==> config.mk <==
export PLATFORM = sky130hd
export DESIGN_NAME = rancgrid_frame_sequencer_flat
export DESIGN_NICKNAME = d
export VERILOG_FILES = /design/src/rtl/rancgrid_frame_sequencer_if.sv /design/src/rtl/rancgrid_frame_sequencer.sv /design/src/flat_wrapper.sv
export SDC_FILE = /design/constraint.sdc
export NUM_CORES = 1
export LEC_CHECK = 0
export BUFFER_PORTS_ARGS = -buffer_cell sky130_fd_sc_hd__buf_2
export CORE_MARGIN = 5
export CORE_UTILIZATION = 60
export CTS_CLUSTER_DIAMETER = 50
export CTS_CLUSTER_SIZE = 30
export DETAILED_ROUTE_END_ITERATION = 10
export GPL_ROUTABILITY_DRIVEN = 1
export PLACE_DENSITY = 0.78
export SLEW_MARGIN = 25
export SYNTH_ARGS = -nofsm -noshare
export SYNTH_HDL_FRONTEND = slang
export SYNTH_SLANG_ARGS = --single-unit
==> constraint.sdc <==
create_clock -name clk -period 19.5 [get_ports clk]
set_clock_uncertainty 0.05 [all_clocks]
set_input_delay 0.975 -clock clk [delete_from_list [all_inputs] [get_ports clk]]
set_output_delay 0.975 -clock clk [all_outputs]
set_load 0.1 [all_outputs]
==> src/rtl/rancgrid_frame_sequencer_if.sv <==
// Upstream spike-packet stream into the frame sequencer.
// valid/ready: a packet moves on any cycle with src_valid && src_ready; the source keeps
// src_packet stable and src_valid high until that cycle, and ready never waits on valid.
interface rancgrid_frame_sequencer_if #(
  parameter int PACKET_WIDTH = 30
);
  logic                    src_valid;
  logic [PACKET_WIDTH-1:0] src_packet;
  logic                    src_ready;

  modport master (output src_valid, output src_packet, input src_ready);
  modport slave  (input src_valid, input src_packet, output src_ready);
endinterface

==> src/rtl/rancgrid_frame_sequencer.sv <==
// One RANC inference frame per start: feed packets, drain, tick/tick2/tick3, clear, argmax vote.
// Optional vote snapshot readback port pair: define RANCSEQ_VOTE_READBACK_EN.
module rancgrid_frame_sequencer #(
  parameter int PACKET_WIDTH = 30,
  parameter int OUT_WIDTH    = 8,
  parameter int NUM_CLASSES  = 9,
  parameter int VOTE_WIDTH   = 16,
  parameter int TICK_GAP     = 1024,
  parameter int MAX_PACKETS  = 32768,
  localparam int CLS_W = (NUM_CLASSES > 1) ? $clog2(NUM_CLASSES) : 1
) (
  input  logic                    clk,
  input  logic                    rst,
  input  logic                    start,
  rancgrid_frame_sequencer_if.slave src,
  output logic [PACKET_WIDTH-1:0] grid_packet_in,
  output logic                    grid_input_buffer_empty,
  input  logic                    grid_ren,
  output logic                    tick,
  output logic                    tick2,
  output logic                    tick3,
  output logic [2:0]              clr_spiked,
  output logic [2:0]              clr_avr,
  input  logic [OUT_WIDTH-1:0]    packet_out,
  input  logic                    packet_out_valid,
  output logic                    busy,
  output logic [CLS_W-1:0]        result_class,
  output logic                    result_valid,
  output logic [15:0]             frame_count,
  output logic                    error,
`ifdef RANCSEQ_VOTE_READBACK_EN
  input  logic [CLS_W-1:0]        vote_rd_idx,
  output logic [VOTE_WIDTH-1:0]   vote_rd_data,
`endif
  output logic [3:0]              state_dbg
);

  localparam int GAP_W = $clog2(TICK_GAP + 1);
  localparam int PKT_W = $clog2(MAX_PACKETS + 1);

  // FEED..CLR are contiguous so the vote window is a simple range check.
  typedef enum logic [3:0] {
    S_IDLE, S_FEED, S_DRAIN, S_G1, S_T1, S_G2, S_T2, S_G3, S_T3, S_G4, S_CLR, S_DECIDE, S_DONE
  } state_t;

  state_t                  state;
  logic                    hold_valid;
  logic [PACKET_WIDTH-1:0] hold_data;
  logic [GAP_W-1:0]        gap_cnt;
  logic [PKT_W-1:0]        pkt_cnt;
  logic [VOTE_WIDTH-1:0]   votes [NUM_CLASSES];
  logic [CLS_W-1:0]        scan_idx;
  logic [CLS_W-1:0]        best_idx;
  logic [VOTE_WIDTH-1:0]   best_val;

  logic                  src_ready_c, xfer, xfer_data, xfer_eof;
  logic                  vote_en, in_gap, gap_done, pkt_limit, last_scan, take;
  logic [CLS_W-1:0]      vote_cls, win_idx;
  logic [VOTE_WIDTH-1:0] scan_val;

  assign src_ready_c = (state == S_FEED) && (!hold_valid || grid_ren);
  assign src.src_ready = src_ready_c;
  assign xfer      = src.src_valid && src_ready_c;
  assign xfer_data = xfer && !src.src_packet[0];
  assign xfer_eof  = xfer && src.src_packet[0];

  assign grid_packet_in          = hold_data;
  assign grid_input_buffer_empty = !hold_valid;
  assign busy                    = (state != S_IDLE);
  assign state_dbg               = state;

  assign vote_en   = (state >= S_FEED) && (state <= S_CLR);
  assign vote_cls  = CLS_W'(packet_out % NUM_CLASSES);
  assign in_gap    = state inside {S_G1, S_G2, S_G3, S_G4};
  assign gap_done  = (gap_cnt == GAP_W'(TICK_GAP - 1));
  assign pkt_limit = (pkt_cnt == PKT_W'(MAX_PACKETS - 1));
  assign last_scan = (scan_idx == CLS_W'(NUM_CLASSES - 1));

  // Strict greater-than keeps the earliest index on ties.
  assign scan_val = votes[scan_idx];
  assign take     = (scan_idx == '0) || (scan_val > best_val);
  assign win_idx  = take ? scan_idx : best_idx;

  always_ff @(posedge clk) begin
    if (rst) begin
      state        <= S_IDLE;
      hold_valid   <= 1'b0;
      hold_data    <= '0;
      gap_cnt      <= '0;
      pkt_cnt      <= '0;
      scan_idx     <= '0;
      best_idx     <= '0;
      best_val     <= '0;
      tick         <= 1'b0;
      tick2        <= 1'b0;
      tick3        <= 1'b0;
      clr_spiked   <= '0;
      clr_avr      <= '0;
      result_class <= '0;
      result_valid <= 1'b0;
      frame_count  <= '0;
      error        <= 1'b0;
      for (int i = 0; i < NUM_CLASSES; i++) votes[i] <= '0;
    end else begin
      tick         <= 1'b0;
      tick2        <= 1'b0;
      tick3        <= 1'b0;
      clr_spiked   <= '0;
      clr_avr      <= '0;
      result_valid <= 1'b0;

      // A load in the same cycle as a grid read replaces the old entry with no bubble.
      if (xfer_data) begin
        hold_valid <= 1'b1;
        hold_data  <= src.src_packet;
      end else if (grid_ren && hold_valid) begin
        hold_valid <= 1'b0;
      end

      if (state == S_DONE) begin
        for (int i = 0; i < NUM_CLASSES; i++) votes[i] <= '0;
      end else if (vote_en && packet_out_valid && (votes[vote_cls] != '1)) begin
        votes[vote_cls] <= votes[vote_cls] + VOTE_WIDTH'(1);
      end

      gap_cnt <= (in_gap && !gap_done) ? gap_cnt + GAP_W'(1) : '0;

      case (state)
        S_IDLE: if (start) begin
          state   <= S_FEED;
          pkt_cnt <= '0;
          error   <= 1'b0;
        end
        S_FEED: begin
          if (xfer_eof) begin
            state <= S_DRAIN;
          end else if (xfer_data) begin
            pkt_cnt <= pkt_cnt + PKT_W'(1);
            if (pkt_limit) begin
              state <= S_DRAIN;
              error <= 1'b1;
            end
          end
        end
        S_DRAIN: if (!hold_valid) state <= S_G1;
        S_G1: if (gap_done) begin state <= S_T1; tick <= 1'b1; end
        S_T1: state <= S_G2;
        S_G2: if (gap_done) begin state <= S_T2; tick2 <= 1'b1; end
        S_T2: state <= S_G3;
        S_G3: if (gap_done) begin state <= S_T3; tick3 <= 1'b1; end
        S_T3: state <= S_G4;
        S_G4: if (gap_done) begin
          state      <= S_CLR;
          clr_spiked <= '1;
          clr_avr    <= '1;
        end
        S_CLR: begin
          state    <= S_DECIDE;
          scan_idx <= '0;
        end
        S_DECIDE: begin
          best_idx <= win_idx;
          best_val <= take ? scan_val : best_val;
          scan_idx <= scan_idx + CLS_W'(1);
          if (last_scan) begin
            state        <= S_DONE;
            result_valid <= 1'b1;
            result_class <= win_idx;
            frame_count  <= frame_count + 16'd1;
          end
        end
        S_DONE:  state <= S_IDLE;
        default: state <= S_IDLE;
      endcase
    end
  end

`ifdef RANCSEQ_VOTE_READBACK_EN
  logic [VOTE_WIDTH-1:0] snap [NUM_CLASSES];

  always_ff @(posedge clk) begin
    if (rst) begin
      for (int i = 0; i < NUM_CLASSES; i++) snap[i] <= '0;
    end else if (state == S_DONE) begin
      for (int i = 0; i < NUM_CLASSES; i++) snap[i] <= votes[i];
    end
  end

  assign vote_rd_data = (32'(vote_rd_idx) < NUM_CLASSES) ? snap[vote_rd_idx] : '0;
`endif

endmodule

==> src/flat_wrapper.sv <==
// flat-port wrapper written by rule: the top's interface ports become plain ports
module rancgrid_frame_sequencer_flat 
#(
  parameter int PACKET_WIDTH = 30,
  parameter int OUT_WIDTH    = 8,
  parameter int NUM_CLASSES  = 9,
  parameter int VOTE_WIDTH   = 16,
  parameter int TICK_GAP     = 1024,
  parameter int MAX_PACKETS  = 32768,
  localparam int CLS_W = (NUM_CLASSES > 1) ? $clog2(NUM_CLASSES) : 1
)
  (clk, rst, start, grid_packet_in, grid_input_buffer_empty, grid_ren, tick, tick2, tick3, clr_spiked, clr_avr, packet_out, packet_out_valid, busy, result_class, result_valid, frame_count, error, state_dbg, src_src_valid, src_src_packet, src_src_ready);
  rancgrid_frame_sequencer_if #(.PACKET_WIDTH(PACKET_WIDTH)) src_i ();
  input  logic clk;
  input  logic rst;
  input  logic start;
  output logic [PACKET_WIDTH-1:0] grid_packet_in;
  output logic grid_input_buffer_empty;
  input  logic grid_ren;
  output logic tick;
  output logic tick2;
  output logic tick3;
  output logic [2:0] clr_spiked;
  output logic [2:0] clr_avr;
  input  logic [OUT_WIDTH-1:0] packet_out;
  input  logic packet_out_valid;
  output logic busy;
  output logic [CLS_W-1:0] result_class;
  output logic result_valid;
  output logic [15:0] frame_count;
  output logic error;
  output logic [3:0] state_dbg;
  input wire logic [$bits(src_i.src_valid)-1:0] src_src_valid;
  input wire logic [$bits(src_i.src_packet)-1:0] src_src_packet;
  output wire logic [$bits(src_i.src_ready)-1:0] src_src_ready;
  assign src_i.src_valid = src_src_valid;
  assign src_i.src_packet = src_src_packet;
  assign src_src_ready = src_i.src_ready;
  rancgrid_frame_sequencer #(.PACKET_WIDTH(PACKET_WIDTH), .OUT_WIDTH(OUT_WIDTH), .NUM_CLASSES(NUM_CLASSES), .VOTE_WIDTH(VOTE_WIDTH), .TICK_GAP(TICK_GAP), .MAX_PACKETS(MAX_PACKETS)) u_core (.clk(clk), .rst(rst), .start(start), .src(src_i), .grid_packet_in(grid_packet_in), .grid_input_buffer_empty(grid_input_buffer_empty), .grid_ren(grid_ren), .tick(tick), .tick2(tick2), .tick3(tick3), .clr_spiked(clr_spiked), .clr_avr(clr_avr), .packet_out(packet_out), .packet_out_valid(packet_out_valid), .busy(busy), .result_class(result_class), .result_valid(result_valid), .frame_count(frame_count), .error(error), .state_dbg(state_dbg));
endmodule
## Word level (Yosys, flattened, before mapping)

Memories as Yosys holds them, arrays and structs flattened. A register that Yosys moved wholly into a read port is not among the register bits.
Cells that the tools add are included.

- ROM bits: 0
- Bits of input ports: 44
- Bits in writable memories: 144
- Bits in registers: 114
- Latch bits: 0
- Memories kept: 1
- Logic and storage cells: 152
- Output and inout port bits: 68

Memory list:

| memory | words | width | read ports | clocked after Yosys merged registers in | write ports | line | source |
|---|---|---|---|---|---|---|---|
| u_core.votes | 9 | 16 | 2 | 1 | 9 | rancgrid_frame_sequencer.sv:51 | `logic [VOTE_WIDTH-1:0] votes [NUM_CLASSES];` |

- Muxes and demuxes: 50
- Bitwise gates (word level): 15
- Reduce and logical (&&, ||, !) cells: 33
- Order comparisons: 3
- Shift-type cells: 0
- $add $sub $neg: 5
- Divide/modulo/power cells: 1
- Multipliers: 0
- Equality and inequality tests: 28

Operator list:

| operator | count |
|---|---|
| 16-bit 2-to-1 mux | 13 |
| 4-bit 2-to-1 mux | 14 |
| 16-bit by 1-bit adder with 16-bit output, second input constant | 3 |
| 4-bit one-hot mux with 12 select lines | 1 |
| 8-bit by 4-bit modulo with 32-bit output, second input constant | 1 |
| 16-bit one-hot mux with 2 select lines | 1 |
| 4-bit equality test, second input constant | 6 |
| 1-bit 2-to-1 mux | 18 |
| 16-bit by 15-bit equality test with 1-bit output, second input constant | 1 |
| 4-bit by 3-bit equality test with 1-bit output, second input constant | 4 |
| 16-bit greater-than comparator | 1 |
| 16-bit inequality test, second input constant | 1 |
| 16-bit OR reduction | 1 |
| 2-bit by 1-bit inequality test with 1-bit output, second input constant | 7 |
| 2-bit OR reduction | 6 |
| 11-bit by 1-bit adder with 11-bit output, second input constant | 1 |
| 11-bit by 10-bit equality test with 1-bit output, second input constant | 1 |
| 1-bit logical AND | 9 |
| 1-bit OR | 9 |
| 9-bit AND reduction | 1 |
| 4-bit by 2-bit equality test with 1-bit output, second input constant | 2 |
| 4-bit logical NOT | 2 |
| 4-bit one-hot mux with 2 select lines | 1 |
| 4-bit nonzero test | 2 |
| other kinds (15) | 29 |

## Logic depth before layout (Yosys ltp)

- Word-level depth: 10
- Depth in mapped cells: 39
- Mapped depth without buffers: 28

## Worst setup path after synthesis

Ideal clock, no wire load.

- Path type: input to register
- Start: in packet_out[5]
- End: mem u_core.votes[11][0], enable pin
- Data arrival time: 8370 ps
- Path slack: 10691 ps
- Path buffers: 10
- Stages: 32
- Setup time: 388 ps
- Path through: buf_6 -> or3_1 -> ha_1 -> o21ai_0 -> clkbuf_1 -> a21oi_1 -> a21oi_1 -> and4_1 -> buf_2 -> ha_1 -> nor3_2 -> and2_1 -> buf_6 -> a21o_1 -> a211oi_4 -> inv_1 -> clkbuf_1 -> ha_1 -> clkbuf_1 -> buf_1 -> clkbuf_1 -> mux4_2 -> nor3_1 -> a2111oi_4 -> clkbuf_1 -> ha_1 -> and3_1 -> nor4b_2 -> nand4_1 -> buf_6 -> nand2_1 -> nor2_1

RTL lines:

| item | line | source |
|---|---|---|
| start: declaration | flat_wrapper.sv:25 | `input logic [OUT_WIDTH-1:0] packet_out;` |
| end: declaration | rancgrid_frame_sequencer.sv:51 |  |

==> results by group <==
Status
  • Status: finished clean

Worst setup path
  • Cell with the biggest individual delay on the critical path: nand2b_1
  • Nature of the critical path endpoint: flop
  • Crit-path max FO: 53
  • Crit path arrival time: 11.91 ns
  • Crit start category: input port
  • Type of the worst setup path: in2reg
  • Delay contributed by the slowest stage of the critical path: 0.87 ns
  • Most common cell type on the critical path: ha_1
  • CP required: 19.57 ns

Clock tree
  • Number of buffers inserted by post-CTS setup repair: 0
  • Post-cts resize count: 0
  • Number of hold buffers added after cts: 0
  • Number of clock sinks seen by CTS: 372
  • H-tree levels: 2
  • CTS tree: yes
  • CTS buffer count: 36
  • Clock Pin Slew Worst Setup and Hold Paths: 0.08 ns
  • Worst-skew pair later-pin latency: 0.54 ns
  • Maximum buffer depth of the clock tree: 3
  • Root Buffer Master: clkbuf_16

Placement
  • Estimated wirelength of the detail-placed design: 40960 µm
  • Number of buffer cells added on primary ports: 111
  • Placement Setup Slack: 7.300 ns
  • Placer Congestion: 1.061

Floorplanning
  • Area of the placeable core: 35310 µm²
  • Initial Utilization: 0.6038
  • Number of top-level pins: 112
  • Cell Rows: 69
  • Die Y-Extent: 198.5 µm
  • Die W: 198.5 µm
  • Die outline area: 39400 µm²

Global routing
  • Initial antenna violation count: 0
  • GRT Overall Usage: 0.2983
  • Total global routing overflow: 0
  • Pin count of the biggest net entering global routing: 86
  • First-pass GRT wire length: 90920 µm
  • Via count of the first global-routing pass: 15468

Route
  • Routed wire length: 59060 µm
  • Vias per Instance: 6.921
  • Residual DRC: 0
  • Number of detailed-routing iterations run before antenna repair: 8
  • Starting DRT DRC Count: 2020
  • Remaining number of nets flagged by the antenna check after routing: 0
  • Detailed-route via count: 16111
  • Detailed-route wire length per cell: 25.37 µm

Synthesis
  • Leading register cell type out of synthesis: edfxtp_1
  • Mapped Area: 21320 µm²
  • Post-synthesis sequential area ratio: 0.4695
  • Number of synthesized flops with an enable pin: 256
  • Cells after synthesis: 1788
  • Mean Syn Cell Area: 11.92 µm²
  • Post-synth net total: 1861
  • FF+latch count, synth: 372
  • Number of warning messages in the yosys log: 0
  • Async S/R FF share, synth: 0
  • Number of library cell types mapped by synthesis: 106

Run
  • Number of maximum-capacitance constraint violations: 0

Timing
  • Worst slew margin relative to its limit: 0.2826
  • Setup repair after global routing missed its margin: false
  • Worst hold slack: 0.4025 ns
  • PnR worst setup slack: 7.657 ns
  • Worst slew pin tran: 1.075 ns
  • Max Slew Vio Count: 0
  • Setup TNS: 0 ns
  • Hold violation count in the final report: 0
  • Highest attainable clock frequency: 84.44 MHz
  • Tcrit/Tclk final: 0.6073
  • Post-layout minimum cycle time: 11.84 ns
  • Number of setup violations in the final report: 0

Final layout
  • Fin nets: 1914
  • Area used by multi-input combinational logic: 10490 µm²
  • Proportion of layout cells with a drive suffix above 1: 0.2401
  • Area occupied by registers: 10010 µm²
  • Fill count: 2581
  • Area growth from synthesis to layout: 9.126%
  • Highest-count cells in the layout ignoring fill and taps: edfxtp_1 (256), nor2_1 (246), mux4_2 (166)
  • Commonest non-fill, non-tap cell in the layout: edfxtp_1
  • Final core occ: 0.6589

Power
  • Leakage component of the power: 8.339 nW
  • Tot Pwr: 2.595 mW
  • PD cells: 111.6 nW/µm²
  • Max rail drop VDD: 0.09277 mV

Worst hold path
  • Worst hold path type: reg2reg
## sequential cells by signal (all words and copies together), names as in the netlist, 4 cells and up, named ones only
signal                 cells
u_core.votes             256
u_core.grid_packet_in     30
u_core.best_val           16
u_core.frame_count        16
u_core.pkt_cnt            16
u_core.gap_cnt            11
u_core.best_idx            4
u_core.result_class        4
u_core.scan_idx            4
u_core.state_dbg           4
## stage by stage
step | instance area [µm²] | cells
2_1_floorplan | 21320 | 1788
3_3_place_gp | 22070 | 2264
3_5_place_dp | 22080 | 2264
4_1_cts | 23260 | 2327
5_1_grt | 23260 | 2327
6_report | 23260 | 2328
## worst max-delay path: cells and delay by family
family	cells	cell delay, ns
AO/OA/AOI/OAI	8	2.73
buffers and inverters	5	2.06
AND/OR/NAND/NOR	12	4.32
adder cells (fa/ha/maj)	4	1.71
## logic make-up (layout without fill, tap and decap cells)
family	Yosys count	count (layout)	synth area share
compound gates	295	295	0.1001
mux	239	239	0.2110
other cells	0	1	0
xor+xnor	53	53	0.02389
simple gates	617	617	0.1377
fa+ha+maj	29	29	0.01702
buf+inv	183	261	0.04073
flops	372	372	0.4695
## metal layers
| metal | up-vias | global-route usage | part of all wire |
|---|---|---|---|
| met3 | 185 | 0.09011 | 0.14 |
| met4 | 0 | 0.1099 | 0.044 |
| met2 | 1164 | 0.4629 | 0.45 |
| met5 | - | 0 | 0 |
| li1 | 6922 | - | - |
| met1 | 7840 | 0.4036 | 0.36 |
## where the power goes
group	switching [mW]	internal (mW)	total, mW
combinational	0.651	0.264	0.915
clock	0.326	0.375	0.702
sequential	0.0275	0.951	0.978
## path summary, 6_finish.rpt
kind | cells past startpoint | endpoint | slack [ns] | from
max reg2reg | 20 | u_core.best_val[3] | 13.47 | flop
min | 2 | u_core.grid_packet_in[10] | 0.40 | u_core.grid_packet_in[10]
max | 29 | u_core.votes[2][11] | 7.66 | packet_out[5]
min reg2reg | 2 | u_core.grid_packet_in[10] | 0.40 | u_core.grid_packet_in[10]
## cells in the mapped netlist, types with 18 or more instances
cell / count / area [µm²]
nand4_1: 21 / 131.4
buf_1: 18 / 67.56
nor2b_1: 19 / 118.9
a21oi_1: 83 / 415.4
mux2i_1: 62 / 620.6
o21ai_0: 38 / 190.2
buf_4: 19 / 142.6
o22ai_1: 22 / 137.6
mux4_2: 166 / 3739
nor2_1: 253 / 949.7
xnor2_1: 18 / 157.7
nand2_1: 154 / 578.1
xor2_1: 29 / 254.0
edfxtp_1: 256 / 7687
nand3_1: 43 / 215.2
clkbuf_1: 61 / 229.0
inv_1: 51 / 191.4
dfxtp_1: 116 / 2322
nor3_1: 22 / 110.1
ha_1: 29 / 362.9
## area by class of cell
| class | instances | area share |
|---|---|---|
| antenna | 1 | 0.0001076 |
| clock buffer | 38 | 0.03996 |
| clock inverter | 25 | 0.01076 |
| inverter | 57 | 0.009197 |
| multi-input combinational | 1233 | 0.4507 |
| sequential | 372 | 0.4305 |
| tap | 461 | 0.02479 |
| timing repair buffer | 141 | 0.03399 |
(Power assumes the default switching activity.)
